===== config.mk =====
export PLATFORM = sky130hd
export DESIGN_NAME = mio_bus_n
export DESIGN_NICKNAME = d
export VERILOG_FILES = /design/src/rtl/mio_bus_n.sv
export SDC_FILE = /design/constraint.sdc
export NUM_CORES = 1
export LEC_CHECK = 0
export ABC_AREA = 1
export CORE_ASPECT_RATIO = 1.5
export CORE_MARGIN = 10
export CORE_UTILIZATION = 34
export DETAILED_ROUTE_END_ITERATION = 8
export PLACE_DENSITY = 0.85
export SYNTH_ARGS = -nofsm -noshare
export SYNTH_HDL_FRONTEND = slang
export SYNTH_SLANG_ARGS = --single-unit

===== constraint.sdc =====
create_clock -name clk -period 1.3 [get_ports clk]
set_clock_uncertainty 0.15 [all_clocks]
set_input_delay 0.26 -clock clk [delete_from_list [all_inputs] [get_ports clk]]
set_output_delay 0.26 -clock clk [all_outputs]
set_load 0.02 [all_outputs]

===== src/rtl/mio_bus_n.sv =====
// Memory-mapped I/O bus: tag-decoded slot select, per-access ready handshake, timeout error.
// Optional MIO_ERR_CAPTURE_EN adds err_clr / err_addr / err_cnt error capture registers.
module mio_bus_n #(
    parameter int                       NUM_SLOTS = 4,
    parameter int                       ADDR_W    = 32,
    parameter int                       DATA_W    = 32,
    parameter logic [4*NUM_SLOTS-1:0]   SLOT_TAGS = 16'hFEC0,
    parameter int                       TIMEOUT   = 15
) (
    input  logic                        clk,
    input  logic                        rstn,
    input  logic                        cpu_req,
    input  logic                        cpu_we,
    input  logic [ADDR_W-1:0]           cpu_addr,
    input  logic [DATA_W-1:0]           cpu_wdata,
    output logic [DATA_W-1:0]           cpu_rdata,
    output logic                        cpu_ready,
    output logic                        cpu_err,
    output logic [NUM_SLOTS-1:0]        s_sel,
    output logic                        s_we,
    output logic [ADDR_W-1:0]           s_addr,
    output logic [DATA_W-1:0]           s_wdata,
    input  logic [NUM_SLOTS*DATA_W-1:0] s_rdata,
    input  logic [NUM_SLOTS-1:0]        s_ready,
`ifdef MIO_ERR_CAPTURE_EN
    input  logic                        err_clr,
    output logic [ADDR_W-1:0]           err_addr,
    output logic [7:0]                  err_cnt,
`endif
    output logic [1:0]                  dbg_state
);

    // Handshake: cpu_req is sampled only in IDLE; cpu_ready is a one-cycle pulse and
    // cpu_err/cpu_rdata are meaningful only while it is high. s_ready is honoured only
    // for the slot whose s_sel bit is set.
    typedef enum logic [1:0] {IDLE = 2'd0, ACCESS = 2'd1, RESP = 2'd2} state_t;

    localparam int              TW   = (TIMEOUT < 1) ? 1 : $clog2(TIMEOUT + 1);
    localparam logic [TW-1:0]   TLIM = TW'((TIMEOUT == 0) ? 0 : TIMEOUT - 1);

    state_t                 state_q, state_d;
    logic [TW-1:0]          timer, timer_d;
    logic [NUM_SLOTS-1:0]   dec_sel, sel_d;
    logic                   hit, sel_ready, timeout_hit;
    logic [DATA_W-1:0]      sel_rdata, rdata_d, wdata_d;
    logic [ADDR_W-1:0]      addr_d;
    logic                   we_d, ready_d, err_d;

    assign dbg_state = state_q;

    // Walk downward so the lowest matching slot index is the one left standing.
    always_comb begin
        dec_sel = '0;
        hit     = 1'b0;
        for (int i = NUM_SLOTS - 1; i >= 0; i--) begin
            if (cpu_addr[ADDR_W-1 -: 4] == SLOT_TAGS[4*i +: 4]) begin
                dec_sel    = '0;
                dec_sel[i] = 1'b1;
                hit        = 1'b1;
            end
        end
    end

    always_comb begin
        sel_rdata = '0;
        for (int i = 0; i < NUM_SLOTS; i++) begin
            if (s_sel[i]) sel_rdata = sel_rdata | s_rdata[DATA_W*i +: DATA_W];
        end
    end

    assign sel_ready   = |(s_ready & s_sel);
    assign timeout_hit = (TIMEOUT != 0) && (timer == TLIM);

    always_ff @(posedge clk or negedge rstn) begin
        if (!rstn) begin
            state_q   <= IDLE;
            timer     <= '0;
            s_sel     <= '0;
            s_we      <= 1'b0;
            s_addr    <= '0;
            s_wdata   <= '0;
            cpu_rdata <= '0;
            cpu_ready <= 1'b0;
            cpu_err   <= 1'b0;
        end else begin
            state_q   <= state_d;
            timer     <= timer_d;
            s_sel     <= sel_d;
            s_we      <= we_d;
            s_addr    <= addr_d;
            s_wdata   <= wdata_d;
            cpu_rdata <= rdata_d;
            cpu_ready <= ready_d;
            cpu_err   <= err_d;
        end
    end

    always_comb begin
        state_d = state_q;
        case (state_q)
            IDLE:    if (cpu_req) state_d = hit ? ACCESS : RESP;
            ACCESS:  if (sel_ready || timeout_hit) state_d = RESP;
            RESP:    state_d = IDLE;
            default: state_d = IDLE;
        endcase
    end

    always_comb begin
        sel_d   = s_sel;
        we_d    = s_we;
        addr_d  = s_addr;
        wdata_d = s_wdata;
        rdata_d = cpu_rdata;
        timer_d = timer;
        ready_d = 1'b0;
        err_d   = 1'b0;
        case (state_q)
            IDLE: begin
                if (cpu_req) begin
                    addr_d  = cpu_addr;
                    wdata_d = cpu_wdata;
                    we_d    = cpu_we & hit;
                    timer_d = '0;
                    if (hit) begin
                        sel_d = dec_sel;
                    end else begin
                        ready_d = 1'b1;
                        err_d   = 1'b1;
                        rdata_d = '0;
                    end
                end
            end
            ACCESS: begin
                timer_d = timer + 1'b1;
                if (sel_ready) begin
                    ready_d = 1'b1;
                    rdata_d = s_we ? '0 : sel_rdata;
                    sel_d   = '0;
                    we_d    = 1'b0;
                end else if (timeout_hit) begin
                    ready_d = 1'b1;
                    err_d   = 1'b1;
                    rdata_d = '0;
                    sel_d   = '0;
                    we_d    = 1'b0;
                end
            end
            default: begin
                sel_d = '0;
                we_d  = 1'b0;
            end
        endcase
    end

`ifdef MIO_ERR_CAPTURE_EN
    logic              err_evt;
    logic [ADDR_W-1:0] err_at;

    // An unmapped access errors in IDLE, before the latched copy exists.
    assign err_evt = ready_d & err_d;
    assign err_at  = (state_q == IDLE) ? cpu_addr : s_addr;

    always_ff @(posedge clk or negedge rstn) begin
        if (!rstn) begin
            err_addr <= '0;
            err_cnt  <= '0;
        end else if (err_clr) begin
            err_addr <= '0;
            err_cnt  <= '0;
        end else if (err_evt) begin
            err_addr <= err_at;
            if (err_cnt != 8'hFF) err_cnt <= err_cnt + 8'd1;
        end
    end
`endif

endmodule

==> impl_metrics.json, run 1 <==
{
  "antenna_found_initial": 0,
  "syn-cell-area_um2": 5120,
  "num-fill-cells": 1048,
  "rr_worst_depth": 8,
  "hold_viol": 0,
  "grt_pass1_wl_um": 31200,
  "synth_seq_cells": 109,
  "fin_hold_ws_ns": 0.0339,
  "synthesis.nets": 874,
  "multi_input_area_um2": 2630,
  "drtAntennaViolNets": 0,
  "io_buffers": 304,
  "die_h_um": 170,
  "crit_fanout": 4,
  "status": "finished with violations",
  "area_growth_syn_to_layout_pct": 106,
  "critPathLaunchType": "flop",
  "ir_worst_vdd_mv": 0.991,
  "cts_num_sinks": 109,
  "post_dp_cell_area_um2": 8730,
  "hold_path.class": "in2reg",
  "gp_congestion": 0.822,
  "synth.avg_cell_area_um2": 7.62,
  "clkSlewWorstSetupHoldPaths_ns": 0.07,
  "hpwlAfterDp_um": 16100,
  "cp_data_arrival_time_ns": 1.17,
  "first_pass_iters": 6,
  "rsz0062_at_grt": "true",
  "cts_root_buffer": "clkbuf_16",
  "top_level_ports": 305,
  "syn_inst": 672,
  "cts_tree": "done",
  "max_clock_freq_mhz": 631,
  "coreArea_um2": 14700,
  "setup_slack_ns": -0.285,
  "yosysTopAreaCell": "dfrtp_1",
  "drc_errors": 0,
  "layout-drive-gt1-share_pct": 34.9,
  "cap_violations": 0,
  "rows": 54,
  "die_w_um": 120,
  "slew_headroom_pct": 77.3,
  "wl_per_cell_um": 18.7,
  "violations": "negative setup slack",
  "min_delay_path_depth": 3,
  "synth_area_leaders": "dfrtp_1, nand2_1, nand4_1",
  "finalSetupViolCount": 121,
  "worst-setup-path-type": "reg2out",
  "ys_seq_area_share_pct": 53.3,
  "grt_usage_pct": 19.1,
  "vias_per_cell": 4.74,
  "layout_common_cells": "nand2_1, clkdlybuf4s50_1, buf_6",
  "start_util_pct": 34.9,
  "yosysWarnings": 0,
  "die-area_um2": 20500,
  "clk_path_buf_depth": 2,
  "final_common_cell": "nand2_1",
  "num_antenna_cells": 0,
  "layout.nets": 1277,
  "regArea_um2": 2740,
  "gr-total-overflow": 0,
  "clock_latency_ns": 0.34,
  "worstMarginPinSlew_ns": 0.340,
  "worst_setup_path_end_kind": "output pin",
  "h-tree-depth": 3,
  "grt_pass1_vias": 5871,
  "wirelength_um": 23900,
  "p_leak_nw": 5.23,
  "stdcell_count": 1276,
  "fin_crit_sh_pct": 122,
  "netlist.area_leader.share_pct": 53.3,
  "numCtsBuffers": 9,
  "powerDensity_nw_per_um2": 1870,
  "placedCellCount": 1186,
  "grt_start_max_net_pins": 64,
  "design_area_um2": 10500,
  "final_max_slew_viol_count": 0,
  "synthDistinctLibCells": 20,
  "vias": 6049,
  "finalCriticalPeriod_ns": 1.58,
  "critical_path_required_ns": 0.89,
  "drt_iter0_markers": 272
}
==> metrics by stage <==
stage / setup TNS, ns / setup WS, ns / util (%) / total power, W
after floorplan: -7.70 / -0.198 / - / 0.00910
after global placement: -42.18 / -0.463 / 59.5 / 0.0131
after detailed placement: -43.63 / -0.498 / 59.5 / 0.0133
after CTS: -14.42 / -0.273 / 63.6 / 0.0168
after global routing: -25.54 / -0.332 / 71.9 / 0.0207
final: -18.27 / -0.285 / 71.9 / 0.0197
==> Yosys cell counts, drive strengths merged <==
cell type and n:
ha 2, nor3 3, buf 21, nor2 7
a21oi 2, clkbuf 17, o31ai 1, o21ai 9
nand3 40, inv 12, nand4 35, nand2 414
dfrtp 109
==> sequential cells by signal (all words and copies together) (netlist names) <==
signal and count:
dbg_state 2, cpu_err 1, s_sel 4, cpu_ready 1, s_wdata 32, timer 4
cpu_rdata 32, s_we 1, s_addr 32
==> critical path: stages, from the launching register on <==
cell	delay (ns)
dfrtp_2	0.46
buf_6	0.14
buf_6	0.11
buf_6	0.12
==> path summary, 6_finish.rpt <==
path                                  to  slack, ns         start
min in group asynchronous  cpu_rdata[15]       0.33          rstn
hold / removal                s_addr[30]       0.03  cpu_addr[30]
hold reg to reg               s_wdata[6]       0.35    s_wdata[6]
setup / recovery                s_sel[1]      -0.28      s_sel[1]
setup reg to reg           cpu_rdata[25]      -0.27      s_sel[0]
max in group asynchronous     s_addr[26]       0.35          rstn
==> repair_timing <==
| action | CTS | global route |
|---|---|---|
| gates cloned | 0 | 18 |
| pin swaps | 0 | 48 |
| endpoints found under the hold margin | 109 | 0 |
| endpoints found under the setup margin | 203 | 212 |
| hold buffers | 1 | 0 |
| gates resized for setup | 597 | 186 |
| setup buffers | 21 | 35 |
==> cell families (layout without fill, tap and decap cells) <==
group / count (synthesis) / in the layout / synth area share (%)
flip-flops: 109 / 109 / 53.3
AND/OR/NAND/NOR: 499 / 499 / 40.3
adder cells (fa/ha/maj): 2 / 2 / 0.489
AO/OA/AOI/OAI: 12 / 12 / 1.22
buffers and inverters: 50 / 458 / 4.67
==> area by class of cell <==
type                            instances  area share [%]
Timing Repair Buffer                  430            43.3
Sequential cell                       109            26.0
Multi-Input combinational cell        513            24.9
Tap cell                              196            2.33
Clock buffer                            9            2.14
Clock inverter                          7           0.784
Inverter                               12           0.546
==> where the power goes <==
group	internal, W	switching [W]	total (W)
Combinational	0.00572	0.00558	0.0113
Clock	0.00153	0.00130	0.00283
Sequential	0.00453	0.00100	0.00553
==> routing by layer <==
layer / wire length (um) / track usage, % / part of all wire [%]
met3: 2200 / 7.85 / 9.2
met2: 12400 / 33.8 / 52
met4: 788 / 6.95 / 3.3
met1: 8470 / 19.9 / 35
met5: 0 / 0 / 0
(Power assumes the default switching activity.)
==> inputs of run 2 (changes only) <==
- CORE_UTILIZATION: 34 -> 38
- PLACE_DENSITY: 0.85 -> 0.89
- clock period: 1.3 -> 1.61 ns (I/O delays scaled with it)
==> run 2 against run 1 <==
Compared with the run above: the run now ends clean; register-to-register slack improved by 0.37 ns; first-iteration DRC count rose by 15%; sequential share of layout area rose by 5.4 points; critical path depth fell by 2; wire length fell by 17%; sequential power fell by 25%; total power fell by 39%; final area fell by 17%; global-route usage rose by 1.5 points; highest routed layer unchanged.
==> impl_metrics.json, run 2 (synthesis results as in run 1) <==
{
  "slowest_stage": "dlygate4sd2_1",
  "finalSetupViolCount": 0,
  "cts_num_sinks": 109,
  "grt_pass1_vias": 5693,
  "cp_data_arrival_time_ns": 1.10,
  "multi_input_area_um2": 2180,
  "fin_crit_sh_pct": 97.5,
  "die_w_um": 115,
  "cp_slowest_stage_delay_ns": 0.40,
  "drtAntennaViolNets": 0,
  "wl_met2_um": 10100,
  "seqPwrFrac_pct": 34.2,
  "top_level_ports": 305,
  "worstPathCellList": "dlygate4sd2_1",
  "p_sw_w": 0.00498,
  "path_buf_inv": 1,
  "clkSlewWorstSetupHoldPaths_ns": 0.07,
  "met1_length_um": 7310,
  "cts_root_buffer": "clkbuf_16",
  "ir_worst_vdd_mv": 0.944,
  "crit_fanout": 2,
  "clk_path_buf_depth": 2,
  "gp_congestion": 0.874,
  "io_buffers": 304,
  "start_util_pct": 39.1,
  "die_h_um": 162,
  "wl_per_cell_um": 17.3,
  "drc_errors": 0,
  "grt_pass1_wl_um": 30700,
  "vias_per_cell": 4.85,
  "vias": 5546,
  "first_pass_iters": 4,
  "die-area_um2": 18600,
  "regArea_um2": 2730,
  "powerDensity_nw_per_um2": 1390,
  "p_leak_nw": 4.50,
  "max_clock_freq_mhz": 637,
  "reg.largest.list": "cpu_rdata x32, s_addr x32, s_wdata x32",
  "wl_met3_um": 2080,
  "antenna_found_initial": 1,
  "coreArea_um2": 13100,
  "hpwlAfterDp_um": 15800,
  "cts_tree": "done",
  "fin_hold_ws_ns": 0.215,
  "gr-total-overflow": 0,
  "switching_share_pct": 41.2,
  "drt_iter0_markers": 314,
  "combPwrFrac_pct": 47.0,
  "hold_viol": 0,
  "final_max_slew_viol_count": 0,
  "layout.nets": 1181,
  "grt_start_max_net_pins": 43,
  "cap_violations": 0,
  "hold_path.class": "in2reg",
  "h-tree-depth": 3,
  "worstMarginPinSlew_ns": 0.390,
  "num-fill-cells": 1096,
  "p_int_w": 0.00710,
  "highest_layer": "met4",
  "cp_top_family": "buffers and inverters",
  "rows": 51,
  "numCtsBuffers": 9,
  "layout-drive-gt1-share_pct": 7.01,
  "final_common_cell": "nand2_1",
  "wirelength_um": 19800,
  "finalPower_w": 0.0121,
  "worst-setup-path-type": "reg2out",
  "slew_headroom_pct": 74.0,
  "clkPwrFrac_pct": 18.8,
  "grt_usage_pct": 20.6,
  "clock_latency_ns": 0.34,
  "post_cts_buffers": 0,
  "status": "finished clean",
  "worst_setup_path_end_kind": "output pin",
  "critPathLaunchType": "flop",
  "finalCriticalPeriod_ns": 1.57,
  "critical_path_required_ns": 1.14,
  "setup_tns_ns": 0,
  "layout_common_cells": "nand2_1, clkdlybuf4s50_1, dfrtp_1",
  "area_growth_syn_to_layout_pct": 70.1
}
[run 2: path summary, 6_finish.rpt]
check / slack (ns) / end / depth (start not counted) / from
setup / recovery: 0.04 / s_we / 1 / s_we
hold / removal: 0.22 / s_addr[31] / 4 / cpu_addr[31]
max in group asynchronous: 0.52 / cpu_rdata[29] / 3 / rstn
min in group asynchronous: 0.30 / s_wdata[26] / 2 / rstn
setup reg to reg: 0.10 / cpu_rdata[4] / 8 / s_sel[2]
hold reg to reg: 0.33 / s_addr[14] / 2 / s_addr[14]
[run 2: stage by stage]
| step | setup WS (ns) | cell area (um^2) | instances | util [%] |
|---|---|---|---|---|
| after floorplan | 0.0547 | 5120 | 672 | - |
| after global placement | -0.206 | 8480 | 1126 | 64.8 |
| after detailed placement | -0.279 | 8480 | 1126 | 64.8 |
| after CTS | 0.00329 | 8680 | 1143 | 66.3 |
| after global routing | -0.000869 | 8710 | 1144 | 66.6 |
| final | 0.0404 | 8710 | 1144 | 66.6 |
[run 2: area by class of cell]
cell class / instances / area share, %
Antenna cell: 1 / 0.0287
Sequential cell: 109 / 31.3
Multi-Input combinational cell: 513 / 25.0
Clock buffer: 9 / 2.59
Tap cell: 159 / 2.28
Timing Repair Buffer: 334 / 37.3
Inverter: 12 / 0.517
Clock inverter: 7 / 0.934
[run 2: per-layer routing]
| metal | vias up | track usage [%] |
|---|---|---|
| li1 | 2730 | - |
| met1 | 2571 | 22.7 |
| met2 | 226 | 35.8 |
| met3 | 19 | 8.04 |
| met4 | 0 | 5.59 |
| met5 | - | 0 |
[run 2: what timing repair did]
| item | in CTS | in global routing |
|---|---|---|
| pin swaps | 0 | 1 |
| setup endpoints to repair | 105 | 36 |
| resized for setup | 111 | 13 |
| endpoints found under the hold margin | 20 | 0 |
| hold buffers | 1 | 0 |
[run 2: worst register-to-register path, stage by stage, from the launching register on]
cell and delay [ns]:
dfrtp_1 0.42, nand2_1 0.07, nand2_1 0.08, nor2_4 0.20, nand2_2 0.07, nand2_2 0.08
buf_12 0.19, nand3_1 0.11, nand2_1 0.07
[run 2: power groups by stage]
stage	registers (W)	clock network, W	logic (W)
floorplan	0.00526	0	0.00193
global placement	0.00418	0	0.00623
detailed placement	0.00420	0	0.00634
CTS	0.00414	0.00234	0.00573
global route	0.00426	0.00247	0.00622
finish	0.00414	0.00227	0.00567
